**config.mk**
```make
export PLATFORM = sky130hd
export DESIGN_NAME = if_stage
export DESIGN_NICKNAME = d
export VERILOG_FILES = /design/src/rtl/if_stage.sv
export SDC_FILE = /design/constraint.sdc
export NUM_CORES = 1
export LEC_CHECK = 0
export CORE_ASPECT_RATIO = 0.7
export CORE_MARGIN = 4
export CORE_UTILIZATION = 47
export CTS_CLUSTER_SIZE = 28
export DETAILED_ROUTE_END_ITERATION = 12
export PLACE_DENSITY_LB_ADDON = 0.15
export RECOVER_POWER = 25
export SLEW_MARGIN = 5
export SYNTH_ARGS = -nofsm -noshare
export SYNTH_HDL_FRONTEND = slang
export SYNTH_SLANG_ARGS = --single-unit
```
**constraint.sdc**
```tcl
create_clock -name CLK -period 2.4 [get_ports CLK]
set_clock_uncertainty 0.2 [all_clocks]
set_input_delay 0.36 -clock CLK [delete_from_list [all_inputs] [get_ports CLK]]
set_output_delay 0.36 -clock CLK [all_outputs]
set_load 0.02 [all_outputs]
```
**src/rtl/if_stage.sv**
```systemverilog
// MIPS instruction-fetch stage: PC, req/ack fetch to instruction memory, and a
// registered IF/ID slot backed by a one-entry skid buffer.
module if_stage #(
  parameter logic [31:0] RESET_PC = 32'h0040_0000
) (
  input  logic        CLK,
  input  logic        RST,
  output logic        imem_req,
  output logic [31:0] imem_addr,
  input  logic        imem_ack,
  input  logic [31:0] imem_rdata,
  input  logic        stall,
  input  logic        PCSrc,
  input  logic [31:0] newPC,
  output logic [31:0] Ins,
  output logic [31:0] nextPC,
  output logic        if_valid
);

  typedef enum logic [1:0] {REQ, FULL, DROP} state_t;

  state_t      state;
  logic [31:0] pc;
  logic [31:0] pc_inc;
  logic [31:0] drop_addr;
  logic [31:0] skid_ins;
  logic [31:0] skid_npc;

  assign pc_inc = pc + 32'd4;

  // DROP keeps presenting the squashed address until memory completes it.
  always_comb begin
    imem_req  = !RST && (state != FULL);
    imem_addr = (state == DROP) ? drop_addr : pc;
  end

  always_ff @(posedge CLK) begin
    if (RST) begin
      state     <= REQ;
      pc        <= RESET_PC;
      drop_addr <= '0;
      skid_ins  <= '0;
      skid_npc  <= '0;
      Ins       <= '0;
      nextPC    <= '0;
      if_valid  <= 1'b0;
    end else if (PCSrc) begin
      pc       <= newPC & ~32'd3;
      if_valid <= 1'b0;
      case (state)
        REQ: begin
          if (!imem_ack) begin
            drop_addr <= pc;
            state     <= DROP;
          end
        end
        FULL:    state <= REQ;
        default: state <= DROP;
      endcase
    end else begin
      case (state)
        REQ: begin
          if (imem_ack) begin
            pc <= pc_inc;
            if (!if_valid || !stall) begin
              Ins      <= imem_rdata;
              nextPC   <= pc_inc;
              if_valid <= 1'b1;
            end else begin
              skid_ins <= imem_rdata;
              skid_npc <= pc_inc;
              state    <= FULL;
            end
          end else if (!stall) begin
            if_valid <= 1'b0;
          end
        end
        FULL: begin
          if (!stall) begin
            Ins      <= skid_ins;
            nextPC   <= skid_npc;
            if_valid <= 1'b1;
            state    <= REQ;
          end
        end
        default: begin
          if (imem_ack) state <= REQ;
        end
      endcase
    end
  end

endmodule

```
==> impl_metrics.toml, run 1 <==
[timing]
fin_hold_ws_ns = 0.187
fmax_mhz = 433
slew_headroom_pct = 54.4
worst_pin_slew_ns = 0.684
hold_violations = 0
drv_slew = 0
setup_viol = 0
fin_crit_sh_pct = 96.1
period_minus_slack_ns = 2.31
rsz0062_at_grt = "false"

[setup_path]
crit_path_top_delay_cell = "clkdlybuf4s50_1"
crit_type = "primary input to flop"
required_ns = 2.54
slowest_delay_ns = 0.50
setup.worst_path.start_class = "primary input"
cp_cell_sequence = "clkdlybuf4s50_1 -> or3b_1 -> nor3_1 -> buf_4 -> nand4_1 -> xor2_1 -> a211oi_1"
path_buf_inv = 2
cp.arrival_ns = 2.45
cp_max_fo = 4
reg2reg_slack_ns = 0.16
crit_path_end_kind = "flop"
critical-path-top-delay-family = "simple AND/OR/NAND/NOR gates"

[power_and_ir_drop]
p_per_area_nw_per_um2 = 630
total_power_mw = 7.15
peakVddDrop_uv = 450
leakagePower_nw = 4.32

[routing]
wl_um = 24100
via_per_inst = 5.41
vias = 7961
drc_errors = 0
postRouteAntennaNets = 0
dr.pass1.iters = 5
wl_per_cell_um = 16.4
drtIter0Drc = 553

[placement]
io_buffers = 160
routabilityCongestion = 0.891
hpwl_um = 16100

[grt]
antenna_found_initial = 1
grt_max_degree = 110
grt.overflow.total = 0
grt_usage_pct = 23.2
grt_pass1_wl_um = 38500
grt_pass1_vias = 7358

[die]
die_w_um = 169
coreArea_sq_um = 18000
ios = 167
start_util_pct = 47.8
die_y_um = 121
rows = 41
dieArea_sq_um = 20500

[clocking]
path_clk_slew_ns = 0.08
clockBufferDepth = 2
numCtsBuffers = 17
h-tree-depth = 4
root_buffer = "clkbuf_16"
cts_sinks = 187
worstSkewPairLatency_ns = 0.43
cts_tree = "yes"

[logic_synthesis]
synth.top_cells.by_count = "nand2_1 (234), dfxtp_1 (187), a21oi_1 (112)"
synth.ff_latch_count = 187
async_reset_ff_share_pct = 0
seq_area_frac_synth_pct = 43.6
synth.distinct_cells = 55
yosysMostFrequentCell = "nand2_1"
synth_warnings = 0
synth_edf_count = 0
synth_area_leader_cell = "dfxtp_1"
synth-main-ff-cell = "dfxtp_1"
synth_area_leaders = "dfxtp_1 (44%), nand2_1 (10%), a21oi_1 (6.5%), nor2_1 (4.2%), a311oi_1 (3.5%)"
synth_cells = 1063
avgSynthCellArea_sq_um = 8.07
synth_top_area_share_pct = 43.6
synth_area_sq_um = 8580

[min_path]
hold_class = "primary input to flop"

[finish]
syn_to_final_growth_pct = 32.3
fin_nets = 1291
drive_above_1_share_pct = 15.8

[job]
cap_violations = 0

[run_status]
status = "finished, final reports clean"
repair_timing:
action                     4_1_cts  5_1_grt
setup endpoints to repair       30       36
buffers inserted                 2        0
gates cloned                     1        1
gates resized for setup         89       37
hold buffers                     0        0
hold endpoints to repair         0        0
worst register-to-register path, stage by stage, from the launching register on:
cell and delay (ns):
dfxtp_4 0.38, or3b_1 0.41, nor3_1 0.39, buf_4 0.23, nand4_1 0.11, xor2_1 0.17, a211oi_1 0.26
stage by stage:
stage	cells	worst slack [ns]	TNS [ns]	util, %	cell area, sq um
finish	1471	0.0927	0	63.2	11300
global route	1471	0.0368	0	63.2	11300
CTS	1469	-0.00366	-0.00366	64.1	11500
detailed placement	1434	-0.282	-9.33	60.4	10900
global placement	1434	-0.238	-6.85	60.4	10900
floorplan	1066	0.0830	0	-	8590
cells in the final DEF (no fill, tap or decap), types with 28 or more instances in the layout:
| master | instances |
|---|---|
| a211oi_1 | 29 |
| a21oi_1 | 112 |
| a311oi_1 | 34 |
| buf_4 | 60 |
| clkdlybuf4s50_1 | 107 |
| dfxtp_1 | 184 |
| nand2_1 | 234 |
| nor2_1 | 95 |
| o21ai_0 | 29 |
| xnor2_1 | 28 |
sequential cells by signal, indices dropped and copies added, names as in the netlist:
signal	flops
Ins	32
drop_addr	30
if_valid	1
nextPC	30
pc	30
skid_ins	32
skid_npc	30
state	2
final cells by class:
class / count / area (sq um)
Multi-Input combinational cell: 762 / 4370
Clock inverter: 14 / 149
Sequential cell: 187 / 3750
Tap cell: 236 / 295
Clock buffer: 18 / 439
Fill cell: 1645 / 6610
Antenna cell: 1 / 2.50
Inverter: 11 / 41.3
Timing Repair Buffer: 242 / 2300
path summary, 6_finish.rpt:
kind,start,cells past startpoint,end
setup / recovery,imem_ack,7,pc[29]
setup reg to reg,state[0],6,pc[29]
hold reg to reg,drop_addr[28],2,drop_addr[28]
hold / removal,RST,3,pc[10]
logic make-up after synthesis:
family / after synthesis / share of synthesized area [%]
buf+inv: 117 / 5.75
compound gates: 239 / 17.3
simple gates: 432 / 23.5
mux: 32 / 4.11
other cells: 1 / 0.0437
xor+xnor: 54 / 5.51
fa+ha+maj: 1 / 0.146
flops: 187 / 43.6
where the power goes:
| part | internal (mW) | switching, mW |
|---|---|---|
| clock | 1.42 | 1.37 |
| combinational | 0.480 | 0.566 |
| sequential | 3.22 | 0.0936 |
| total | 5.12 | 2.03 |
metal layers:
layer,up-vias,wire length (um),track usage [%]
met5,-,0,0
met4,0,391,6.08
met3,27,1500,5.08
met2,245,10800,34.9
met1,3708,11400,33.7
li1,3981,-,-
Note: power is estimated with default switching activity, not from simulation.
==> run 2, diff against run 1 <==
--- a/config.mk
+++ b/config.mk
@@ -7,7 +7,7 @@
 export LEC_CHECK = 0
 export CORE_ASPECT_RATIO = 0.7
 export CORE_MARGIN = 4
-export CORE_UTILIZATION = 47
+export CORE_UTILIZATION = 55
 export CTS_CLUSTER_SIZE = 28
 export DETAILED_ROUTE_END_ITERATION = 12
 export PLACE_DENSITY_LB_ADDON = 0.15
==> constraint.sdc (replaced) <==
create_clock -name CLK -period 2.9 [get_ports CLK]
set_clock_uncertainty 0.2 [all_clocks]
set_input_delay 0.435 -clock CLK [delete_from_list [all_inputs] [get_ports CLK]]
set_output_delay 0.435 -clock CLK [all_outputs]
set_load 0.02 [all_outputs]
==> run 2 against run 1 <==
Effect of this change:
- critical path depth fell by 3
- critical path type is now flop to output pin
- sequential share of layout area rose by 1.2 points
- hold slack improved by 0.064 ns
- final cell count fell by 5.6%
- utilization rose by 9.6 points
- design area fell by 3.8%
- clock power fell by 20%
- highest routed layer unchanged
==> impl_metrics.toml, run 2 (same netlist as run 1, synthesis figures left out) <==
[setup_path]
required_ns = 2.27
crit_path_top_delay_cell = "clkdlybuf4s50_1"
slowest_delay_ns = 0.56
setup.worst_path.start_class = "flop"
cp.arrival_ns = 2.12
cp_cell_sequence = "nor2b_2 -> buf_12 -> mux2_2 -> clkdlybuf4s50_1"
cp_max_fo = 34
crit_type = "flop to output pin"
crit_path_end_kind = "output pin"

[clocking]
worstSkewPairLatency_ns = 0.43
clockBufferDepth = 2
hold_buffers = 0
root_buffer = "clkbuf_16"
h-tree-depth = 4
path_clk_slew_ns = 0.07
cts_tree = "yes"
numCtsBuffers = 17
postCtsSetupRepairBufs = 0
ctsResizeCount = 0
cts_sinks = 187

[die]
coreArea_sq_um = 15000
die_y_um = 112
die_w_um = 157
dieArea_sq_um = 17700
rows = 37
ios = 167
start_util_pct = 57.2

[grt]
grt_max_degree = 167
grt.overflow.total = 0
grt_pass1_wl_um = 36800
antenna_found_initial = 0
grt_pass1_vias = 7177
grt_usage_pct = 25.4

[power_and_ir_drop]
pwr-share-seq_pct = 47.2
p_sw_share_pct = 27.8
p_int_mw = 4.20
power.switching_mw = 1.62
p_per_area_nw_per_um2 = 533
clkPwrFrac_pct = 38.7
p_comb_share_pct = 14.2
peakVddDrop_uv = 395
leakagePower_nw = 4.08

[timing]
fmax_mhz = 362
slew_headroom_pct = 31.6
drv_slew = 0
setup_viol = 0
rsz0062_at_grt = "false"
fin_crit_sh_pct = 95.2
hold_violations = 0
period_minus_slack_ns = 2.76
worst_pin_slew_ns = 1.03
fin_setup_tns_ns = 0

[placement]
routabilityCongestion = 0.839
io_buffers = 160
hpwl_um = 15100

[run_status]
status = "finished, final reports clean"

[finish]
antennaDiodeCount = 0
drive_above_1_share_pct = 10.4
reg_top3 = "Ins: 32 flops, skid_ins: 32 flops"
syn_to_final_growth_pct = 27.3
final_cell_mix = "nand2_1 (234), dfxtp_1 (186), a21oi_1 (112)"
fillers = 1220
final_util_pct = 72.8
fin_nets = 1250
final_common_cell = "nand2_1"

[job]
cap_violations = 0

[routing]
drc_errors = 0
wl_um = 22600
vias = 7770
dr.pass1.iters = 5
drtIter0Drc = 601
wl_per_cell_um = 16.3
postRouteAntennaNets = 0
via_per_inst = 5.60

[min_path]
hold_class = "flop to flop"
run 2: area by class of cell:
class / instances / area (sq um) / share of cell area, %
inverter: 11 / 41.3 / 0.378
clock buffer: 19 / 443 / 4.06
sequential: 187 / 3740 / 34.3
timing repair buffer: 201 / 1950 / 17.8
multi-input combinational: 762 / 4370 / 40.1
clock inverter: 13 / 128 / 1.17
tap: 195 / 244 / 2.23
run 2: per-stage QoR:
step	power, mW	setup slack (ns)	hold WS [ns]	area (sq um)	cells
floorplan	3.26	0.508	0.233	8590	1066
global placement	3.63	0.160	0.238	10400	1356
finish	5.82	0.140	0.251	10900	1388
CTS	5.87	0.0488	0.254	10900	1388
global route	6.04	0.0674	0.273	10900	1388
detailed placement	3.64	0.151	0.243	10400	1356
run 2: layer usage:
layer  part of all wire [%]  global-route usage [%]  vias up  wire (um)
li1                       -                       -     3891          -
met2                     46                    39.8      253      10300
met4                   0.96                    5.39        0        218
met1                     47                    36.7     3609      10600
met5                      0                       0        -          0
met3                    6.8                    4.43       17       1550
run 2: worst paths after layout:
| kind | start | to | slack, ns | depth (start not counted) |
|---|---|---|---|---|
| worst max-delay path | state[0] | imem_addr[31] | 0.14 | 4 |
| worst min-delay path | nextPC[9] | nextPC[9] | 0.25 | 2 |
| worst max register to register | pc[3] | pc[28] | 0.40 | 6 |
| worst min register to register | nextPC[9] | nextPC[9] | 0.25 | 2 |
run 2: worst max-delay path: cells and delay by family, from the launching register on:
kind / cells / cell delay (ns)
muxes: 1 / 0.36
and+or+nand+nor: 1 / 0.17
DFF: 1 / 0.39
buffers and inverters: 2 / 0.78
run 2: power by group through the flow:
stage                     sequential [mW]  clock (mW)  combinational (mW)
final                                2.75        2.25               0.824
after floorplan                      2.83           0               0.429
after CTS                            2.75        2.28               0.842
after detailed placement             2.80           0               0.836
after global placement               2.80           0               0.828
after global routing                 2.76        2.40               0.891
==> run 3, diff against run 2 <==
--- a/config.mk
+++ b/config.mk
@@ -12,6 +12,7 @@
 export DETAILED_ROUTE_END_ITERATION = 12
 export PLACE_DENSITY_LB_ADDON = 0.15
 export RECOVER_POWER = 25
+export REMOVE_ABC_BUFFERS = 1
 export SLEW_MARGIN = 5
 export SYNTH_ARGS = -nofsm -noshare
 export SYNTH_HDL_FRONTEND = slang
==> run 3 against run 2 <==
Effect of this change:
- die area stayed put
- sequential power hardly changed
- register-to-register slack worse by 0.09 ns
- critical path type unchanged
- largest cell class unchanged
==> impl_metrics.toml, run 3 (same netlist as run 1, synthesis figures left out) <==
[run_status]
status = "finished, final reports clean"

[power_and_ir_drop]
p_comb_share_pct = 13.7
pwr-share-seq_pct = 46.9
p_sw_share_pct = 27.7
leakagePower_nw = 4.06
clkPwrFrac_pct = 39.5
peakVddDrop_uv = 404
p_per_area_nw_per_um2 = 541
p_int_mw = 4.25
power.switching_mw = 1.63

[placement]
hpwl_um = 15200
routabilityCongestion = 0.869
dp_slack_ns = 0.179
dpl_cell_area_sq_um = 10300
io_buffers = 160

[clocking]
numCtsBuffers = 17
postCtsSetupRepairBufs = 0
cts_tree = "yes"
path_clk_slew_ns = 0.07
clockBufferDepth = 2
hold_buffers = 0
cts_sinks = 187
root_buffer = "clkbuf_16"
worstSkewPairLatency_ns = 0.43
ctsResizeCount = 0
h-tree-depth = 4

[routing]
wl_um = 23100
drtIter0Drc = 715
postRouteAntennaNets = 0
dr.pass1.iters = 6
vias = 7913
wl_per_cell_um = 16.7
via_per_inst = 5.72
drc_errors = 0

[grt]
grt_pass1_wl_um = 37300
grt_max_degree = 89
antenna_found_initial = 1
grtUsageMet1_pct = 37.3
grt_usage_pct = 25.8
grt_pass1_vias = 7251
grt.overflow.total = 0
busiest_layer = "met2"
global_route.usage.met3_pct = 4.89
met2_usage_pct = 39.3

[finish]
final_cell_mix = "nand2_1 (234), dfxtp_1 (187), a21oi_1 (112)"
reg_top3 = "Ins: 32 flops, skid_ins: 32 flops"
syn_to_final_growth_pct = 26.7
drive_above_1_share_pct = 9.68
finalInstanceArea_sq_um = 10900
final_common_cell = "nand2_1"
fin_nets = 1245

[setup_path]
cp_max_fo = 34
setup.worst_path.start_class = "flop"
crit_path_end_kind = "output pin"
crit_type = "flop to output pin"
cp_cell_sequence = "nor2b_2 -> buf_12 -> mux2_2 -> clkdlybuf4s50_1"
slowest_delay_ns = 0.56
crit_path_top_delay_cell = "clkdlybuf4s50_1"
rr_startpoint = "pc[2]"
cp-startpoint = "state[1]"
required_ns = 2.27
cp.arrival_ns = 2.16

[timing]
fmax_mhz = 358
fin_crit_sh_pct = 96.4
finalWorstSetupSlack_ns = 0.104
period_minus_slack_ns = 2.80
setup_viol = 0
worst_pin_slew_ns = 1.25
rsz0062_at_grt = "false"
drv_slew = 0
slew_headroom_pct = 16.6
hold_violations = 0

[die]
ios = 167
start_util_pct = 57.2
dieArea_sq_um = 17700
coreArea_sq_um = 15000
die_w_um = 157
rows = 37
die_y_um = 112

[min_path]
hold_class = "flop to flop"
holdCritStartpoint = "drop_addr[26]"

[job]
cap_violations = 0
## run 3: per-layer routing
| metal | share of wire (%) | wire [um] |
|---|---|---|
| met5 | 0 | 0 |
| met4 | 1.3 | 309 |
| met3 | 7.3 | 1680 |
| met2 | 45 | 10300 |
| met1 | 47 | 10700 |
## run 3: worst paths after layout
check                                      to  slack [ns]  cells after the start
worst min register to register  drop_addr[26]        0.25                      2
worst max-delay path             imem_addr[9]        0.10                      4
worst min-delay path            drop_addr[26]        0.25                      2
worst max register to register     nextPC[20]        0.31                      6
## run 3: layout make-up
type	count	area, sq um
tap	195	244
fill	1201	4130
clock buffer	18	429
inverter	11	41.3
sequential	187	3740
timing repair buffer	196	1890
antenna	1	2.50
clock inverter	14	151
multi-input combinational	762	4370
## run 3: worst max-delay path: cells and delay by family, from the launching register on
| kind | cells | cell delay, ns |
|---|---|---|
| buffers and inverters | 2 | 0.79 |
| DFF | 1 | 0.36 |
| muxes | 1 | 0.36 |
| and+or+nand+nor | 1 | 0.21 |
## run 3: power groups by stage
stage,Combinational (mW),Clock (mW),Sequential (mW)
final,0.804,2.32,2.76
after CTS,0.827,2.35,2.76
after detailed placement,0.823,0,2.81
after global routing,0.870,2.45,2.77
after global placement,0.814,0,2.81
after floorplan,0.334,0,2.86
## run 3: metrics by stage
stage / util [%] / cells / power, mW / TNS (ns) / hold WS [ns]
final: 72.5 / 1384 / 5.88 / 0 / 0.251
after global routing: 72.5 / 1384 / 6.09 / 0 / 0.268
after CTS: 72.7 / 1383 / 5.93 / 0 / 0.253
after detailed placement: 68.8 / 1351 / 3.64 / 0 / 0.243
after global placement: 68.8 / 1351 / 3.62 / 0 / 0.238
after floorplan: - / 960 / 3.19 / -86.38 / 0.227
